## config.mk

```make
export PLATFORM = sky130hd
export DESIGN_NAME = mult_div_unit
export DESIGN_NICKNAME = d
export VERILOG_FILES = /design/src/rtl/mult_div_pkg.sv /design/src/rtl/md_sign_fix.sv /design/src/rtl/mult_div_unit.sv
export SDC_FILE = /design/constraint.sdc
export NUM_CORES = 1
export LEC_CHECK = 0
export BUFFER_PORTS_ARGS = -buffer_cell sky130_fd_sc_hd__buf_4
export CAP_MARGIN = 20
export CORE_AREA = 2 2 259 133
export DETAILED_ROUTE_END_ITERATION = 8
export DIE_AREA = 0 0 261 135
export GPL_ROUTABILITY_DRIVEN = 0
export PLACE_DENSITY_LB_ADDON = 0.05
export SYNTH_ARGS = -nofsm -noshare
export SYNTH_HDL_FRONTEND = slang
export SYNTH_HIERARCHICAL = 1
export SYNTH_SLANG_ARGS = --single-unit
export TNS_END_PERCENT = 1
```

## constraint.sdc

```tcl
create_clock -name clk -period 4.55 [get_ports clk]
set_clock_uncertainty 0.05 [all_clocks]
set_input_delay 0.91 -clock clk [delete_from_list [all_inputs] [get_ports clk]]
set_output_delay 0.91 -clock clk [all_outputs]
set_load 0.005 [all_outputs]
```

## src/rtl/mult_div_pkg.sv

```systemverilog
// Shared types and constants for the iterative multiply/divide unit.
// Latency: n/a (declarations only).
// Backpressure: n/a.
package mult_div_pkg;

    localparam int MD_WIDTH = 32;
    localparam int MD_ITERS = MD_WIDTH;

    // Quotient reported for a divide by zero. Wide enough for any practical
    // WIDTH; the top slices off what it needs.
    localparam logic [127:0] MD_DIV0_QUOT = '1;

    typedef enum logic [2:0] {
        IDLE    = 3'd0,
        MUL_RUN = 3'd1,
        DIV_RUN = 3'd2,
        DONE_M  = 3'd3,
        DONE_D  = 3'd4
    } md_state_e;

endpackage

```

## src/rtl/md_sign_fix.sv

```systemverilog
// Conditional two's-complement negate; used both as |x| and as result sign fix-up.
// Latency: combinational.
// Backpressure: none.
//
// Ports: val_i  value to correct
//        neg_i  1 = return -val_i, 0 = pass through
//        res_o  corrected value (W bits, wraps, so -2^(W-1) maps onto itself)
module md_sign_fix
    import mult_div_pkg::*;
#(
    parameter int W = MD_WIDTH
) (
    input  logic [W-1:0] val_i,
    input  logic         neg_i,
    output logic [W-1:0] res_o
);

    assign res_o = neg_i ? ('0 - val_i) : val_i;

endmodule

```

## src/rtl/mult_div_unit.sv

```systemverilog
// Iterative signed multiply (shift-add) / divide (restoring) with HI/LO results.
// Latency: done in cycle T+33 after a start sampled at the end of cycle T; divide by zero done at T+2.
// Backpressure: none; starts are accepted only in IDLE and silently dropped otherwise.
//
// Ports: clk, reset_n (async, active low)
//        mult_start / div_start  one-cycle start pulses, mult wins if both are high
//        op_a / op_b             signed operands, sampled on the accepting edge
//        hi / lo                 product[2W-1:W]/product[W-1:0] or remainder/quotient
//        mult_done / div_done    one-cycle pulses, hi/lo valid in the same cycle
//        busy                    high from the cycle after the start edge through the done cycle
// Optional build macro: MULT_DIV_EARLY_EXIT_EN -- multiply stops as soon as the
// remaining multiplier bits are all zero (done at T+2 for op_b == 0).
module mult_div_unit
    import mult_div_pkg::*;
#(
    parameter int WIDTH = MD_WIDTH,
    parameter int ITERS = WIDTH
) (
    input  logic             clk,
    input  logic             reset_n,
    input  logic             mult_start,
    input  logic             div_start,
    input  logic [WIDTH-1:0] op_a,
    input  logic [WIDTH-1:0] op_b,
    output logic [WIDTH-1:0] hi,
    output logic [WIDTH-1:0] lo,
    output logic             mult_done,
    output logic             div_done,
    output logic             busy
);

    localparam int CW = $clog2(ITERS) + 1;

    md_state_e          state_q, state_d;
    // Multiply: mag_a = multiplicand, mag_b = multiplier (shifts right).
    // Divide:   mag_a = dividend (shifts left), mag_b = divisor,
    //           acc[2W-1:W] = partial remainder, acc[W-1:0] = quotient bits.
    logic [WIDTH-1:0]   mag_a_q, mag_a_d;
    logic [WIDTH-1:0]   mag_b_q, mag_b_d;
    logic               sign_a_q, sign_a_d;
    logic               sign_b_q, sign_b_d;
    logic [2*WIDTH-1:0] acc_q, acc_d;
    logic [CW-1:0]      cnt_q, cnt_d;
    logic               div_zero_q, div_zero_d;
    logic [WIDTH-1:0]   hi_q, hi_d;
    logic [WIDTH-1:0]   lo_q, lo_d;

    // Operand magnitudes, taken as unsigned so the most negative value survives.
    logic [WIDTH-1:0] op_a_mag, op_b_mag;

    md_sign_fix #(.W(WIDTH)) u_abs_a (.val_i(op_a), .neg_i(op_a[WIDTH-1]), .res_o(op_a_mag));
    md_sign_fix #(.W(WIDTH)) u_abs_b (.val_i(op_b), .neg_i(op_b[WIDTH-1]), .res_o(op_b_mag));

    // One multiply step: add multiplicand into the top half, shift the
    // 2W-bit accumulator right by one, carry entering from the top.
    logic [WIDTH:0]     mul_sum;
    logic [2*WIDTH-1:0] mul_acc;

    // One restoring divide step. The partial remainder is always below the
    // divisor (<= 2^(W-1)), so dropping its top bit on the left shift is safe.
    logic [WIDTH-1:0]   rem_sh;
    logic [WIDTH:0]     trial;
    logic               q_bit;
    logic [2*WIDTH-1:0] div_acc;

    always_comb begin
        mul_sum = {1'b0, acc_q[2*WIDTH-1:WIDTH]} + (mag_b_q[0] ? {1'b0, mag_a_q} : '0);
        mul_acc = {mul_sum, acc_q[WIDTH-1:1]};

        rem_sh  = {acc_q[2*WIDTH-2:WIDTH], mag_a_q[WIDTH-1]};
        trial   = {1'b0, rem_sh} - {1'b0, mag_b_q};
        q_bit   = ~trial[WIDTH];
        div_acc = {(q_bit ? trial[WIDTH-1:0] : rem_sh), acc_q[WIDTH-2:0], q_bit};
    end

    // Raw (unsigned) product presented to the fix-up on DONE_M entry.
    logic [2*WIDTH-1:0] prod_raw;
`ifdef MULT_DIV_EARLY_EXIT_EN
    // After k steps the accumulator holds the partial product scaled by
    // 2^(ITERS-k); when no multiplier bits remain, shift it into place.
    logic [CW-1:0] ee_shift;
    always_comb begin
        ee_shift = CW'(ITERS) - cnt_q;
        prod_raw = (mag_b_q == '0) ? (acc_q >> ee_shift) : mul_acc;
    end
`else
    assign prod_raw = mul_acc;
`endif

    logic [2*WIDTH-1:0] prod_fix;
    logic [WIDTH-1:0]   quot_fix, rem_fix;

    md_sign_fix #(.W(2*WIDTH)) u_fix_prod (
        .val_i(prod_raw), .neg_i(sign_a_q ^ sign_b_q), .res_o(prod_fix));
    md_sign_fix #(.W(WIDTH)) u_fix_quot (
        .val_i(div_acc[WIDTH-1:0]), .neg_i(sign_a_q ^ sign_b_q), .res_o(quot_fix));
    // Divide by zero reports the original dividend in hi: re-signing the
    // untouched magnitude with sign_a reproduces op_a exactly.
    md_sign_fix #(.W(WIDTH)) u_fix_rem (
        .val_i(div_zero_q ? mag_a_q : div_acc[2*WIDTH-1:WIDTH]),
        .neg_i(sign_a_q), .res_o(rem_fix));

    logic mul_step;

    always_comb begin
        state_d    = state_q;
        mag_a_d    = mag_a_q;
        mag_b_d    = mag_b_q;
        sign_a_d   = sign_a_q;
        sign_b_d   = sign_b_q;
        acc_d      = acc_q;
        cnt_d      = cnt_q;
        div_zero_d = div_zero_q;
        hi_d       = hi_q;
        lo_d       = lo_q;
        mul_step   = 1'b0;

        case (state_q)
            IDLE: begin
                if (mult_start || div_start) begin
                    mag_a_d    = op_a_mag;
                    mag_b_d    = op_b_mag;
                    sign_a_d   = op_a[WIDTH-1];
                    sign_b_d   = op_b[WIDTH-1];
                    acc_d      = '0;
                    cnt_d      = '0;
                    div_zero_d = !mult_start && (op_b == '0);
                    state_d    = mult_start ? MUL_RUN : DIV_RUN;
                end
            end

            MUL_RUN: begin
`ifdef MULT_DIV_EARLY_EXIT_EN
                if (mag_b_q == '0) begin
                    state_d = DONE_M;
                    hi_d    = prod_fix[2*WIDTH-1:WIDTH];
                    lo_d    = prod_fix[WIDTH-1:0];
                end else begin
                    mul_step = 1'b1;
                end
`else
                mul_step = 1'b1;
`endif
                if (mul_step) begin
                    acc_d   = mul_acc;
                    mag_b_d = mag_b_q >> 1;
                    cnt_d   = cnt_q + 1'b1;
                    if (cnt_q == CW'(ITERS - 1)) begin
                        state_d = DONE_M;
                        hi_d    = prod_fix[2*WIDTH-1:WIDTH];
                        lo_d    = prod_fix[WIDTH-1:0];
                    end
                end
            end

            DIV_RUN: begin
                if (div_zero_q) begin
                    state_d = DONE_D;
                    hi_d    = rem_fix;
                    lo_d    = MD_DIV0_QUOT[WIDTH-1:0];
                end else begin
                    acc_d   = div_acc;
                    mag_a_d = mag_a_q << 1;
                    cnt_d   = cnt_q + 1'b1;
                    if (cnt_q == CW'(ITERS - 1)) begin
                        state_d = DONE_D;
                        hi_d    = rem_fix;
                        lo_d    = quot_fix;
                    end
                end
            end

            // Done lasts one cycle; a start seen here is deliberately dropped.
            DONE_M, DONE_D: state_d = IDLE;

            default: state_d = IDLE;
        endcase
    end

    always_ff @(posedge clk or negedge reset_n) begin
        if (!reset_n) begin
            state_q    <= IDLE;
            mag_a_q    <= '0;
            mag_b_q    <= '0;
            sign_a_q   <= 1'b0;
            sign_b_q   <= 1'b0;
            acc_q      <= '0;
            cnt_q      <= '0;
            div_zero_q <= 1'b0;
            hi_q       <= '0;
            lo_q       <= '0;
        end else begin
            state_q    <= state_d;
            mag_a_q    <= mag_a_d;
            mag_b_q    <= mag_b_d;
            sign_a_q   <= sign_a_d;
            sign_b_q   <= sign_b_d;
            acc_q      <= acc_d;
            cnt_q      <= cnt_d;
            div_zero_q <= div_zero_d;
            hi_q       <= hi_d;
            lo_q       <= lo_d;
        end
    end

    assign hi        = hi_q;
    assign lo        = lo_q;
    assign mult_done = (state_q == DONE_M);
    assign div_done  = (state_q == DONE_D);
    assign busy      = (state_q != IDLE);

endmodule

```

; ---- After elaboration in Yosys (flattened, before gate mapping)
; Cells that the tools add are included.
[op_classes]
add_sub_neg = 8
eq_ne = 9
n_mux = 33
n_bitwise = 2
reduce_logical = 16
[op_table]
columns = cell, n
row1 = $mux W32, 16
row2 = $pmux W32 S2, 4
row3 = $mux W64, 3
row4 = $pmux W64 S3, 1
row5 = $sub A1 B32 Y32 const A, 4
row6 = $sub A1 B64 Y64 const A, 1
row7 = $add A32 B32 Y33, 1
row8 = $sub A32 B32 Y33, 1
row9 = $logic_not A32 Y1, 1
row10 = $pmux W6 S3, 1
row11 = $mux W3, 4
row12 = $mux W6, 2
row13 = $reduce_and A3 Y1, 4
row14 = $pmux W3 S3, 1
row15 = $add A6 B1 Y6 const B, 1
row16 = $eq A3 B2 Y1 const B, 2
row17 = $eq A6 B5 Y1 const B, 1
row18 = $ne A2 B2 Y1 const B, 3
row19 = $reduce_bool A2 Y1, 3
row20 = $reduce_bool A3 Y1, 2
row21 = $reduce_and A2 Y1, 2
row22 = $eq A3 B1 Y1 const B, 1
row23 = $eq A3 B3 Y1 const B, 1
row24 = $logic_not A3 Y1, 1
row25 = other kinds (7), 7
[word_totals]
ff_bits = 204
inputBits = 68
wordCells = 78

; ---- Longest topological paths before layout
[logic_depth]
word_depth = 8
ltp_mapped = 21
ltp_nobuf = 20

; ---- Cells and area by module
; Netlist, hierarchy kept.
[modules_own_cells]
columns = mod, n_inst, cells_per_inst, area_each_um2, seq_area_each_um2
row1 = mult_div_unit, 1, 1621, 14007.2, 5104.9
row2 = md_sign_fix (u_abs_a ...), 4, 108, 767.0, 0.0
row3 = md_sign_fix (u_fix_prod), 1, 209, 1539.0, 0.0

; ---- Worst setup path after synthesis
; Ideal clock, no wire load.
[synth_timing]
kind = register to register
start = register mag_a_q[31]
end = register hi_q[21], in the netlist hi[21]
setup_time_ns = 0.083
arrival_time_ns = 4.729
setup_slack_ns = -0.312
stages_incl_launch_ff = 21
path_buffers = 2
synth_period_minus_slack_ns = 4.862
path_cell_list = dfrtp_1 inv_1 ha_1 fa_1 nor2b_1 o31ai_1 a211oi_1 o211a_1 nor3_2 or2_4 inv_4 buf_6 mux2_4 mux2_2 nor4_1 nand4b_1 clkbuf_1 o41ai_1 xnor2_1 mux2i_1 o21ai_0
[synth_between]
elab_chain_len = 8
[synth_lines]
columns = item, line
row1 = start: declaration, mult_div_unit.sv:38  ; logic [WIDTH-1:0] mag_a_q, mag_a_d;
row2 = start signal: assignment, mult_div_unit.sv:194  ; mag_a_q <= mag_a_d;
row3 = $sub A32 B32 Y33, mult_div_unit.sv:71  ; trial = {1'b0, rem_sh} - {1'b0, mag_b_q};
row4 = $mux W32 (*), mult_div_unit.sv:73  ; div_acc = {(q_bit ? trial[WIDTH-1:0] : rem_sh), acc_q[WIDTH-2:0], q_bit};
row5 = $mux W32 (*), mult_div_unit.sv:100  ; .val_i(div_zero_q ? mag_a_q : div_acc[2*WIDTH-1:WIDTH]),
row6 = $sub A1 B32 Y32, md_sign_fix.sv:18  ; assign res_o = neg_i ? ('0 - val_i) : val_i;
row7 = $mux W32 (*), md_sign_fix.sv:18
row8 = net rem_fix[21], mult_div_unit.sv:91  ; logic [WIDTH-1:0] quot_fix, rem_fix;
row9 = $mux W32, mult_div_unit.sv:165  ; if (cnt_q == CW'(ITERS - 1)) begin
row10 = $mux W32 (*), mult_div_unit.sv:157  ; if (div_zero_q) begin
row11 = $pmux W32 S2 (*), mult_div_unit.sv:118  ; case (state_q)
row12 = end signal: assignment, mult_div_unit.sv:201  ; hi_q <= hi_d;
row13 = end: declaration, mult_div_unit.sv:45  ; logic [WIDTH-1:0] hi_q, hi_d;
; The timed path passes the listed nets; every way through them passes the cells marked *. The select of a mux whose other input is x is not followed.
; A chain may end at the register's enable or synchronous reset.

; ---- Final worst setup path
[layout_timing]
start = register mag_b_q[0]
end = register hi_q[30], in the netlist hi[30]
[layout_between]
elab_chain_len = 8
word_cells_on_any_way = 13
classes_between = add/sub (4) / mux (9)
[layout_lines]
columns = item, line
row1 = start: declaration, mult_div_unit.sv:39  ; logic [WIDTH-1:0] mag_b_q, mag_b_d;
row2 = start signal: assignment, mult_div_unit.sv:195  ; mag_b_q <= mag_b_d;
row3 = $sub A32 B32 Y33 (*), mult_div_unit.sv:71
row4 = $mux W32 (*), mult_div_unit.sv:73
row5 = $mux W32 (*), mult_div_unit.sv:100
row6 = $sub A1 B32 Y32, md_sign_fix.sv:18
row7 = $mux W32 (*), md_sign_fix.sv:18
row8 = net rem_fix[30], mult_div_unit.sv:91
row9 = $mux W32, mult_div_unit.sv:165
row10 = $mux W32 (*), mult_div_unit.sv:157
row11 = $pmux W32 S2 (*), mult_div_unit.sv:118
; Marks and branches as above.

==> summary.txt <==
Crit Path Max Fanout: 6
WHS Path Cells: 2
number of synthesized flops with an enable pin: 0
initial core utilization: 56.7%
Hold Startpoint: mag_b_q[31]
Main synth FF type: dfrtp_1
Pleak: 0.0101 uW
failing checks: setup timing
Post-Synthesis Cells: 2262
final hold violations: 0
Power, Total: 21300 uW
Ys Warns: 6
flop2flop setup slack: -0.12 ns
Peak VDD IR: 0.691 mV
port bufs: 134
via count of the first global-routing pass: 17000
Clock Root Buffer: clkbuf_16
WL final: 62000 um
post-DP HPWL: 46400 um
Crit. End Element: flop
total gr overflow: 0
die area: 35200 um2
CTS tree: built
share of flip-flops with an asynchronous set or reset: 100%
Avg Cell Area, Syn: 8.23 um2
first-pass GRT wire length: 96000 um
Combinational Power Share: 75.7%
startpoint types: flop
Iter 0 DRT Violations: 1985
switch share: 49.2%
initial antenna violation count: 3
ANT nets after route: 0
setup ws final: -0.124 ns
Cell Int Power: 10800 uW
setup violators final: 5
via count: 18800
Worst EP arrival: 5.10 ns
DRC violations left: 0
CTS Buf Count: 22
Netlist Area Pre-Place: 18600 um2
die span in y: 135 um
reg2reg path depth: 17
hold buffer count at cts: 0
Total Routing Usage GR: 34.6%
Rel. slew slack: 31.0%
clock-pin slew on the worst setup and hold paths: 0.07 ns
reg2reg start: mag_b_q[0]
clock buffer depth: 3
fin area: 23000 um2
Synth-to-Final Area Change: 23.8%
Tcrit/Tclk final: 103%
Clock Sink Count: 204
Max Clock Freq: 214 MHz
P_sw: 10500 uW
RSZ-0062 raised after global routing: true
P per Cell Area: 926 nW/um2
max-cap violation count: 0
Ports: 135
Mapped Nets: 2404
kind of critical path: flop to flop
Core Util, Final: 70.2%
largest net degree at the start of global routing: 104
Clk pwr share: 9.1%
Hold Crit Class: flop to flop
crit path time final: 4.67 ns
Synth cell types: 94
NumNets Final: 2712
Vias/cell: 6.20
fin cells: 3029
status: finished, violations left
Placed Instances: 2972
worst skew pair latency: 0.55 ns
WL/cell: 20.5 um
fraction of layout cells with a size suffix above 1: 23.3%
sequential area share after synthesis: 27.4%
#FFs+latches synth: 204
chip width: 261 um
Fin Hold WS: 0.412 ns
site row count: 47
Placed Area: 21800 um2
Worst setup startpoint: mag_b_q[0]
core outline area: 32800 um2
Seq pwr share: 15.2%
H-tree levels: 1
Slew Viols, Final: 0
Slew @ Worst Pin: 1.04 ns
Worst EP required: 4.97 ns
TritonRoute pass-1 iters: 5
-- layout make-up --
class                   instances  area (um2)
well taps                     441         552
diodes                          3        7.51
clock inverters                 9         109
clock buffers                  30         642
fillers                      2737        9770
flip-flops and latches        204        5110
inverters                      91         349
multi-input cells            1823       13000
repair buffers                428        3270
-- cell usage after synthesis, types with 54 or more instances --
| cell type | instances | share of area [%] |
|---|---|---|
| ha_1 | 72 | 4.8 |
| nand2_1 | 251 | 5.1 |
| o31ai_1 | 66 | 2.7 |
| a21oi_1 | 75 | 2.0 |
| clkbuf_1 | 109 | 2.2 |
| or3_1 | 54 | 1.8 |
| mux2i_1 | 135 | 7.3 |
| dfrtp_1 | 204 | 27 |
| nor2_1 | 146 | 2.9 |
| xnor2_1 | 210 | 9.9 |
| o21ai_0 | 255 | 6.9 |
| inv_1 | 89 | 1.8 |
-- cells in the final DEF (no fill, tap or decap), drive strengths merged, types with 20 or more instances in the layout --
master / count
and2: 36
a21o: 29
o31ai: 68
nor2: 146
dfrtp: 204
xnor2: 210
ha: 72
inv: 92
nand2b: 25
o21ai: 276
o41ai: 56
mux2i: 135
nand2: 253
a221oi: 40
nor4: 31
or3: 55
buf: 427
xor2: 22
a21oi: 75
nand4: 20
nand3: 27
or4: 30
clkbuf: 31
nor3: 23
-- cells by family after synthesis --
kind of cell             count (synthesis)  synth area share (%)
AND/OR/NAND/NOR                        714                  19.6
AO/OA/AOI/OAI                          650                  23.4
buffers and inverters                  236                  5.28
XOR/XNOR                               232                  10.9
flip-flops                             204                  27.4
multiplexers                           152                  8.33
adder cells (fa/ha/maj)                 74                  5.05
-- routing by layer --
layer	up-vias	track usage, %	wire length (um)
li1	8856	-	-
met1	8986	51.3	27900
met2	879	50.5	26000
met3	59	9.95	7210
met4	0	5.62	863
met5	-	0	0
-- worst max-delay path: stages (launching register included) --
cell and delay [ns]:
dfrtp_2 0.45, ha_2 0.19, fa_2 0.34, nor2b_2 0.15, o31ai_2 0.09, a211oi_2 0.23
o211a_1 0.22, nor3_2 0.05, or2_4 0.26, inv_8 0.09, mux2i_2 0.24, mux2i_1 0.13
or4_4 0.61, or4_4 0.56, or3_1 0.39, o311ai_1 0.30, mux2i_1 0.12, o21ai_1 0.14
-- power by group through the flow --
stage	clock [uW]	combinational (uW)	sequential, uW
after floorplan	0	9800	2910
after global placement	0	14700	3200
after detailed placement	0	14900	3220
after CTS	1950	15500	3190
after global routing	2030	17400	3310
final	1930	16200	3250
-- flip-flops by register name, indices dropped and copies added (netlist names), 3 cells and up --
name     flops
lo          32
mag_b_q     32
hi          32
mag_a_q     32
acc_q       64
state_q      3
cnt_q        6
-- path summary, 6_finish.rpt --
check                               to
max                             hi[30]
min                        mag_b_q[30]
max reg2reg                     hi[30]
min reg2reg                mag_b_q[30]
max in group asynchronous       lo[29]
min in group asynchronous     acc_q[6]
-- stage by stage --
step | setup TNS [ns] | setup slack (ns)
final | -0.323 | -0.124
after global routing | -2.65 | -0.328
after CTS | -0.0976 | -0.0553
after detailed placement | -2.64 | -0.311
after global placement | -1.25 | -0.201
after floorplan | -0.477 | -0.108
-- what timing repair did --
item                                    in CTS  in global routing
resized for setup                           37                 36
pin swaps                                   14                  2
setup buffers                               13                  1
cloned                                       1                  0
endpoints found under the setup margin      20                 30
Note: power is estimated with default switching activity, not from simulation.
